$ cat src/rtl/uart_tx_fifo.sv
// Byte FIFO and send sequencer that feeds uart_tx over its data/data_ready/done handshake.
// Optional macro UART_TX_FIFO_CRLF_EN inserts a CR before any LF not already preceded by one.
module uart_tx_fifo #(
  parameter int DEPTH  = 16,
  parameter int ADDR_W = 4
) (
  input  logic              clk,
  input  logic              rst_n,
  input  logic [7:0]        wr_data,
  input  logic              wr_en,
  output logic              full,
  output logic              empty,
  output logic [ADDR_W:0]   count,
  output logic              overflow,
  input  logic              ovf_clr,
  output logic [7:0]        tx_data,
  output logic              tx_data_ready,
  input  logic              tx_done,
  output logic              busy
);

  typedef enum logic [2:0] {
    IDLE      = 3'd0,
    LOAD      = 3'd1,
    START     = 3'd2,
    WAIT_BUSY = 3'd3,
    WAIT_DONE = 3'd4
  } state_t;

  localparam logic [ADDR_W:0] FULL_CNT = DEPTH[ADDR_W:0];

  state_t            state;
  state_t            state_nxt;
  logic [7:0]        mem [DEPTH];
  logic [ADDR_W-1:0] wr_ptr;
  logic [ADDR_W-1:0] rd_ptr;
  logic [1:0]        cyc_cnt;
  logic              wr_acc;
  logic              pop;
  logic [7:0]        head;
  logic [7:0]        load_byte;

  assign full   = (count == FULL_CNT);
  assign empty  = (count == '0);
  assign busy   = (state != IDLE);
  assign head   = mem[rd_ptr];
  // full is the pre-pop occupancy, so a write in the popping cycle is still dropped
  assign wr_acc = wr_en && !full;

`ifdef UART_TX_FIFO_CRLF_EN
  logic last_cr;
  logic ins_cr;

  assign ins_cr    = (head == 8'h0A) && !last_cr;
  assign pop       = (state == LOAD) && !ins_cr;
  assign load_byte = ins_cr ? 8'h0D : head;

  always_ff @(posedge clk or negedge rst_n) begin
    if (!rst_n) begin
      last_cr <= 1'b0;
    end else if (state == LOAD) begin
      last_cr <= (load_byte == 8'h0D);
    end
  end
`else
  assign pop       = (state == LOAD);
  assign load_byte = head;
`endif

  always_ff @(posedge clk) begin
    if (wr_acc) begin
      mem[wr_ptr] <= wr_data;
    end
  end

  always_ff @(posedge clk or negedge rst_n) begin
    if (!rst_n) begin
      wr_ptr   <= '0;
      rd_ptr   <= '0;
      count    <= '0;
      overflow <= 1'b0;
      tx_data  <= 8'h00;
    end else begin
      if (wr_acc) begin
        wr_ptr <= wr_ptr + 1'b1;
      end
      if (pop) begin
        rd_ptr <= rd_ptr + 1'b1;
      end
      if (wr_acc && !pop) begin
        count <= count + 1'b1;
      end else if (!wr_acc && pop) begin
        count <= count - 1'b1;
      end
      if (wr_en && full) begin
        overflow <= 1'b1;
      end else if (ovf_clr) begin
        overflow <= 1'b0;
      end
      if (state == LOAD) begin
        tx_data <= load_byte;
      end
    end
  end

  // Handshake: tx_data_ready is high for exactly two cycles while tx_data is stable;
  // uart_tx acknowledges by dropping tx_done, and raising it again ends the byte.
  always_ff @(posedge clk or negedge rst_n) begin
    if (!rst_n) begin
      state   <= IDLE;
      cyc_cnt <= '0;
    end else begin
      state <= state_nxt;
      if (state_nxt != state) begin
        cyc_cnt <= '0;
      end else begin
        cyc_cnt <= cyc_cnt + 1'b1;
      end
    end
  end

  always_comb begin
    state_nxt     = state;
    tx_data_ready = 1'b0;
    unique case (state)
      IDLE: begin
        if (!empty && tx_done) begin
          state_nxt = LOAD;
        end
      end
      LOAD: begin
        state_nxt = START;
      end
      START: begin
        tx_data_ready = 1'b1;
        if (cyc_cnt == 2'd1) begin
          state_nxt = WAIT_BUSY;
        end
      end
      WAIT_BUSY: begin
        // Timeout covers uart_tx variants whose done never drops
        if (!tx_done || cyc_cnt == 2'd3) begin
          state_nxt = WAIT_DONE;
        end
      end
      WAIT_DONE: begin
        if (tx_done) begin
          state_nxt = IDLE;
        end
      end
      default: begin
        state_nxt = IDLE;
      end
    endcase
  end

endmodule

$ cat config.mk
export PLATFORM = sky130hd
export DESIGN_NAME = uart_tx_fifo
export DESIGN_NICKNAME = d
export VERILOG_FILES = /design/src/rtl/uart_tx_fifo.sv
export SDC_FILE = /design/constraint.sdc
export NUM_CORES = 1
export LEC_CHECK = 0
export ABC_AREA = 0
export CAP_MARGIN = 20
export CELL_PAD_IN_SITES_DETAIL_PLACEMENT = 0
export CELL_PAD_IN_SITES_GLOBAL_PLACEMENT = 1
export CORE_MARGIN = 1
export CORE_UTILIZATION = 30
export CTS_CLUSTER_DIAMETER = 120
export CTS_CLUSTER_SIZE = 28
export DETAILED_ROUTE_END_ITERATION = 8
export GPL_ROUTABILITY_DRIVEN = 1
export PLACE_DENSITY_LB_ADDON = 0.1
export REMOVE_ABC_BUFFERS = 1
export SLEW_MARGIN = 0
export SYNTH_ARGS = -nofsm -noshare
export SYNTH_HDL_FRONTEND = slang
export SYNTH_SLANG_ARGS = --single-unit
$ cat constraint.sdc
create_clock -name clk -period 2.75 [get_ports clk]
set_clock_uncertainty 0.05 [all_clocks]
set_input_delay 0.55 -clock clk [delete_from_list [all_inputs] [get_ports clk]]
set_output_delay 0.55 -clock clk [all_outputs]
set_load 0.01 [all_outputs]
# After elaboration in Yosys (flattened, before gate mapping)
# Memory sizes are Yosys's and may differ from the RTL's. A register that Yosys moved wholly into a read port is not among the register bits.
# Index checks and enable logic that the tools add are counted.
# W data, S select, Z words.
[op_classes]
n_addsub = 5
multipliers = 0
n_div = 0
n_lt_le_gt_ge = 0
n_eq_ne = 8
shifts = 0
mux = 13
bitwise = 0
n_reduce_logical = 17
[op_table]
columns = ["cell", "count"]
rows = [
  ["$pmux W3 S5", 1],
  ["$mux W3", 4],
  ["$mux W5", 2],
  ["$add A4 B1 Y4 const B", 2],
  ["$eq A3 B2 Y1 const B", 2],
  ["$logic_not A1 Y1", 6],
  ["$add A5 B1 Y5 const B", 1],
  ["$eq A5 B5 Y1 const B", 1],
  ["$logic_and A1 B1 Y1", 5],
  ["$logic_not A5 Y1", 1],
  ["$mux W1", 5],
  ["$sub A5 B1 Y5 const B", 1],
  ["$reduce_bool A2 Y1", 2],
  ["$eq A3 B1 Y1 const B", 1],
  ["$eq A3 B3 Y1 const B", 1],
  ["$logic_not A3 Y1", 1],
  ["$ne A3 B3 Y1", 1],
  ["$reduce_bool A3 Y1", 1],
  ["$add A2 B1 Y2 const B", 1],
  ["$eq A2 B1 Y1 const B", 1],
  ["$eq A2 B2 Y1 const B", 1],
  ["$mux W2", 1],
  ["$logic_or A1 B1 Y1", 1],
]
[word_totals]
regBits = 19
latch_bits = 0
ramBits = 128
rom_bits = 0
input_bits = 13
output_inout_bits = 18
wordCells = 50
mem_count = 1
[memory_table]
columns = ["name", "words", "word_bits", "rd", "rd_clocked_by_memory_dff", "write_ports", "line", "source"]
rows = [
  ["mem", 16, 8, 1, 1, 1, "34", "logic [7:0] mem [DEPTH];"],
]

# Depth between registers and ports, before layout
[logic_depth]
depth_word = 7
depth_mapped = 12
depth_no_buf = 10

# Least setup slack after synthesis
# No wires, ideal clock.
[synth_path]
kind = "register -> register"
start = "register count[1]"
end = "register count[4]"
setup_ns = 0.080
arrival_ns = 2.469
required_time_ns = 2.620
setup_slack_ns = 0.151
stages_incl_launch_ff = 12
path_buffers = 1
period_less_slack_ns = 2.599
cell_sequence = "dfrtp_1 nor4_1 nand2_1 and2_1 clkbuf_1 ha_1 inv_1 ha_1 a21o_1 a21oi_1 mux2i_1 xnor2_1"
[synth_via]
elab_chain_len = 6
word_cells_on_any_way = 11
classes_between = "add/sub (2); eq/ne (1); mux (2); reduce/logical (6)"
[synth_lines]
columns = ["element", "line", "source"]
rows = [
  ["from (decl)", "13", "output logic [ADDR_W:0] count,"],
  ["from (signal assigned)", "91", "count <= count + 1'b1;"],
  ["from (signal assigned)", "93", "count <= count - 1'b1;"],
  ["$eq A5 B5 Y1 *", "43", "assign full = (count == FULL_CNT);"],
  ["$logic_not A1 Y1 *", "48", "assign wr_acc = wr_en && !full;"],
  ["$logic_and A1 B1 Y1 *", "48", ""],
  ["named net wr_acc", "38", "logic wr_acc;"],
  ["$logic_not A1 Y1", "92", "end else if (!wr_acc && pop) begin"],
  ["$logic_and A1 B1 Y1", "92", ""],
  ["$reduce_bool A2 Y1 (no line)", "--", ""],
]
# The timed path passes the listed nets; every way through them passes the cells marked *. The select of a mux whose other input is x is not followed.
# A chain may end at the register's enable or synchronous reset.

# Worst setup path in the final report
[layout_path]
start = "register count[1]"
end = "register count[4]"
[layout_via]
elab_chain_len = 6
word_cells_on_any_way = 11
classes_between = "add/sub (2); eq/ne (1); mux (2); reduce/logical (6)"
[layout_lines]
columns = ["element"]
rows = [
  ["branches (longest 6 deep; another with $sub A5 B1 Y5)"],
]
# Parallel ways; which one is timed is not known. The select of a mux whose other input is x is not followed.

==> out/qor.txt <==
Status -> completed
Initial Util -> 0.309
CORE AREA -> 20500 µm²
CTS tree -> yes
DR WL/cell -> 20.0 µm
Area grow syn2layout -> 21.7%
Number of vias per cell -> 4.67
Top_reg_cell synth -> edfxtp_1
Count leader, synth -> edfxtp_1
Top cells by count, synth -> edfxtp_1 (128), dfrtp_1 (27), mux4_2 (21)
RePlAce Congestion -> 0.722
First-pass GRT wire length -> 21600 µm
Remaining antenna violation count after routing -> 0
Total wire length -> 14000 µm
MaxCap Viol Count -> 0
Max VDD drop -> 469 µV
Largest net degree at the start of global routing -> 36
Cell area after synthesis -> 6340 µm²
Fin crit share -> 0.920
Residual DRC count -> 0
N_diodes -> 0
Clock root buffer -> clkbuf_16
Critical path required time -> 3.04 ns
Post-synth EDFFs -> 128
Port bufs -> 30
Top cells by area, synth -> edfxtp_1 (61%), dfrtp_1 (11%), mux4_2 (7.5%)
CP Max Fanout -> 5
RSZ-0062 raised after global routing -> false
Global route overflow -> 0
Site Rows -> 52
Crit path kind -> register to register
Cells after Synth -> 356
Register area share after synthesis -> 0.713
Fin util -> 0.376
CP startpoint kind -> register
Post-CTS Setup Inserts -> 0
Clock transition at path regs -> 0.06 ns
Fill cells -> 1891
Slew Viols, Final -> 0
Max clock buf depth -> 2
Min-delay worst type -> register to register
Final Hold Fails -> 0
PwrDens -> 1040 nW/µm²
Num CTS Buffers -> 17
H-tree depth -> 4
Min Tclk post-route -> 2.53 ns
Syn. warnings -> 0
#FFs+latches synth -> 155
Initial DRC Count -> 239
Initial antenna violation count -> 0
Detailed-route via count -> 3262
Fmax -> 0.395 GHz
Relative slew slack -> 0.542
Gr usage total -> 0.141
Final setup viols -> 0
Drt first pass iters -> 4
Endpoint class of the critical path -> register
Insertion delay to the later sink of the worst-skew pair -> 0.41 ns
Die height -> 147 µm
Die W -> 147 µm
Worst-margin pin slew -> 0.685 ns
Dominant cell type by area after synthesis -> edfxtp_1
Setup TNS -> 0 ns
Layout cells sized above 1 -> 0.217
Pleak -> 2.69 nW
Top-area cell type share of the netlist area -> 0.606
Ys async rst share -> 0.174
Fin worst setup slack -> 0.220 ns
WHS -> 0.434 ns
Total power -> 0.00799 W
Dpl hpwl -> 8740 µm
DIE AREA -> 21700 µm²
I/O Pins -> 31
CTS sink count -> 155
Crit path arrival time -> 2.82 ns
Vias in the first global route -> 3447
DP Worst Slack -> 0.0690 ns
Layout net count -> 440
Synthesized area per cell -> 17.8 µm²
Synth cell types -> 38
==> logic make-up (layout without fill, tap and decap cells) <==
group / Yosys count / after routing / share of synthesized area
flip-flops: 155 / 155 / 0.713
multiplexers: 43 / 43 / 0.137
AND/OR/NAND/NOR: 66 / 66 / 0.0503
buffers and inverters: 31 / 103 / 0.0251
AO/OA/AOI/OAI: 39 / 39 / 0.0363
adder cells (fa/ha/maj): 12 / 12 / 0.0249
XOR/XNOR: 10 / 10 / 0.0138
==> placed cells by master, fill, tap and decap left out, types with 2 or more instances in the layout <==
cell type        count
o21ai_1              7
clkinv_4             2
o21ai_0             16
mux4_2              21
edfxtp_1           128
nand2_1             17
nor3_1               7
dfrtp_1             26
clkbuf_16           17
inv_8                2
a21oi_1              3
mux2_2               8
inv_1               12
buf_4               28
nand2b_1             3
inv_6                5
nand4_1              2
xnor2_1              8
ha_1                11
mux2i_1              4
bufinv_16            2
xor2_1               2
nor2_1              17
a21o_1               2
nand3_1              3
clkdlybuf4s50_1     30
nor2b_1             10
a22oi_1              9
mux4_1              10
==> worst paths after layout <==
path | start | to | slack, ns | cells after the start
worst min-delay path | cyc_cnt[0] | cyc_cnt[0] | 0.43 | 1
min in group asynchronous | rst_n | overflow | 0.50 | 1
worst min register to register | cyc_cnt[0] | cyc_cnt[0] | 0.43 | 1
worst max-delay path | count[1] | count[4] | 0.22 | 10
max in group asynchronous | rst_n | count[3] | 1.56 | 2
worst max register to register | count[1] | count[4] | 0.22 | 10
==> what timing repair did <==
| action | in CTS | in global routing |
|---|---|---|
| hold buffers | 0 | 0 |
| resized for setup | 0 | 1 |
| endpoints found under the setup margin | 0 | 1 |
==> registers in the layout, indices dropped and copies added, names as in the netlist <==
name      flops
cyc_cnt       2
tx_data       8
rd_ptr        4
mem         128
count         5
state         3
overflow      1
wr_ptr        4
==> area by class of cell <==
type	count	area (µm²)	share of cell area
inverters	12	45.0	0.00584
multi-input cells	170	1670	0.216
well taps	270	338	0.0438
clock buffers	18	439	0.0569
flip-flops and latches	155	4520	0.586
repair buffers	59	531	0.0688
clock inverters	14	173	0.0224
==> critical path: stages (launching register included) <==
cell and delay [ns]:
dfrtp_1 0.43, nor4_2 0.31, nand2_1 0.11, and2_1 0.18, ha_1 0.24, inv_1 0.13
ha_1 0.28, a21o_1 0.19, a21oi_1 0.16, mux2i_1 0.23, xnor2_1 0.13
==> metal layers <==
metal,vias to the layer above,GRT usage,wire [µm]
met3,9,0.0270,266
met1,1720,0.197,6970
met4,0,0.0495,140
li1,1502,-,-
met5,-,0,0
met2,31,0.219,6610
==> power by group <==
group          leakage [nW]  switching [W]  internal (W)
logic                 0.903        0.00121       0.00118
clock network         0.299        0.00101       0.00140
registers              1.49       0.000261       0.00293
total                  2.69        0.00248       0.00551
==> stage by stage <==
step,area (µm²),cells
6_report,7710,698
5_1_grt,7710,698
4_1_cts,7710,698
3_5_place_dp,7090,666
3_3_place_gp,7090,666
2_1_floorplan,6220,337
No activity file was read; power rests on OpenSTA's default activity.
==> patch: new RTL, same flow settings <==
Re-encode `state_t` (5 states) as Gray code, 3 bits wide.
--- a/src/rtl/uart_tx_fifo.sv
+++ b/src/rtl/uart_tx_fifo.sv
@@ -21,9 +21,9 @@
 
   typedef enum logic [2:0] {
-    IDLE      = 3'd0,
-    LOAD      = 3'd1,
-    START     = 3'd2,
-    WAIT_BUSY = 3'd3,
-    WAIT_DONE = 3'd4
+    IDLE      = 3'b000,
+    LOAD      = 3'b001,
+    START     = 3'b011,
+    WAIT_BUSY = 3'b010,
+    WAIT_DONE = 3'b110
   } state_t;
 
Behaviour: same outputs for any inputs over 10 cycles, from zero or initial values and one cycle with rst_n low; not proved beyond that.
==> patch against the unedited design <==
Synthesized area is essentially flat. Largest cell class unchanged. Setup slack lost 0.065 ns. Power shrank 1.2%. Via count grew 1.8%. Count of clock-buffer cells in the layout grew 1. Wire length grew 2.0%. Largest power group unchanged. Final area grew 0.44%. Clock power shrank 6%. Sequential cell count is the same.
==> patch: results <==
set metrics [dict create \
    synth_compound_area_share_pct 4.02 \
    synth_mux_area_share_pct 14.0 \
    vias 3322 \
    drt_iter0_markers 162 \
    clock_latency_ns 0.43 \
    place_worst_setup_slack_ns 0.0371 \
    timing.rr.start "state[2]$_DFF_PN0_" \
    first_global_vias 3459 \
    crit_fanout 5 \
    critPathArrivalTime_ns 1.99 \
    wl_per_cell_um 20.3 \
    htreeDepth 4 \
    synth_cell_types 48 \
    reg_top3 "mem: 128 flops, tx_data: 8 flops, count: 5 flops" \
    p_seq_mw 3.32 \
    synth_adder_area_share_pct 2.49 \
    p_total_mw 7.90 \
    clk-power_mw 2.27 \
    dr.pass1.iters 4 \
    ys_async_sr_fraction_pct 17.4 \
    antenna_found_initial 0 \
    drive_gt1_share_pct 23.0 \
    reg2reg_slack_ns 0.26 \
    port_buffers 30 \
    grt.total_usage_pct 14.2 \
    status "complete, no violations" \
    peakVddDrop_v 0.000469 \
    path_delay_family "buffers and inverters" \
    grt_max_degree 28 \
    slowest_delay_ns 0.54 \
    dp_cells 672 \
    finalWeightedCongestion 0.713 \
    cts-buffers-inserted 17 \
    avgSynthCellArea_um2 18.0 \
    wirelength_mm 14.3 \
    synth_xor_area_share_pct 1.38 \
    hold_path.class "register to register" \
    crit_end "full" \
    yosysSeqAreaShare_pct 71.3 \
    setup_slack_ns 0.155 \
    nFillCells 1922 \
    cts_setup_buffers 0 \
    synth_edf_count 128 \
    grt_pass1_wl_mm 21.7 \
    r2r-end "count[4]$_DFFE_PN0P_" \
    clockRootBuffer "clkbuf_16" \
    p_sw_mw 2.45 \
    netlist_top_cells_area "edfxtp_1, dfrtp_1, mux4_2" \
    num_antenna_cells 0 \
    clk_pin_slew_ns 0.06 \
    worstMarginPinSlew_ns 0.883 \
    startpoint "count[1]$_DFFE_PN0P_" \
    rr_worst_depth 10 \
    nets 446 \
    cpMaxStageDelayCell "clkdlybuf4s50_1" \
    ys_warn_count 0 \
    dpl_cell_area_um2 7160 \
    synthTopCellsByCount "edfxtp_1, dfrtp_1, mux4_2, nor2_1, mux2i_1" \
    p_leak_nw 2.74 \
    dp_hpwl_mm 9.10 \
]
-- patch: changes by cell type after synthesis, sizes merged, moves of 3 or more --
cell	before	now
mux2i	4	16
o21ai	23	12
a22oi	9	6
nor2b	10	1
mux4	31	27
-- patch: worst min-delay path by stage --
stage / startpoint / endpoint / slack (ns) / cells past startpoint
final: cyc_cnt[0]$_DFF_PN0_ / cyc_cnt[0]$_DFF_PN0_ / 0.43 / 1
after global routing: cyc_cnt[0]$_DFF_PN0_ / cyc_cnt[0]$_DFF_PN0_ / 0.46 / 1
after CTS: cyc_cnt[0]$_DFF_PN0_ / cyc_cnt[0]$_DFF_PN0_ / 0.43 / 1
after detailed placement: cyc_cnt[0]$_DFF_PN0_ / cyc_cnt[0]$_DFF_PN0_ / 0.43 / 1
after global placement: cyc_cnt[0]$_DFF_PN0_ / cyc_cnt[0]$_DFF_PN0_ / 0.42 / 1
after floorplan: rst_n / count[0]$_DFFE_PN0P_ / 0.20 / 0
-- patch: layer usage --
metal | up-vias | part of all wire, % | GRT usage, %
li1 | 1528 | - | -
met1 | 1731 | 49 | 20.0
met2 | 56 | 46 | 21.8
met3 | 7 | 3.8 | 3.64
met4 | 0 | 0.88 | 4.02
met5 | - | 0 | 0
-- patch: final cells by class --
| type | instances | area (um^2) | area share, % |
|---|---|---|---|
| clock inverter | 13 | 130 | 1.68 |
| timing repair buffer | 65 | 576 | 7.43 |
| inverter | 11 | 41.3 | 0.533 |
| multi-input combinational | 171 | 1700 | 21.9 |
| clock buffer | 19 | 443 | 5.72 |
| tap | 270 | 338 | 4.36 |
| sequential | 155 | 4520 | 58.4 |
-- patch: what timing repair did --
item,CTS,global route
endpoints found under the hold margin,0,0
setup endpoints to repair,0,3
resized for setup,0,3
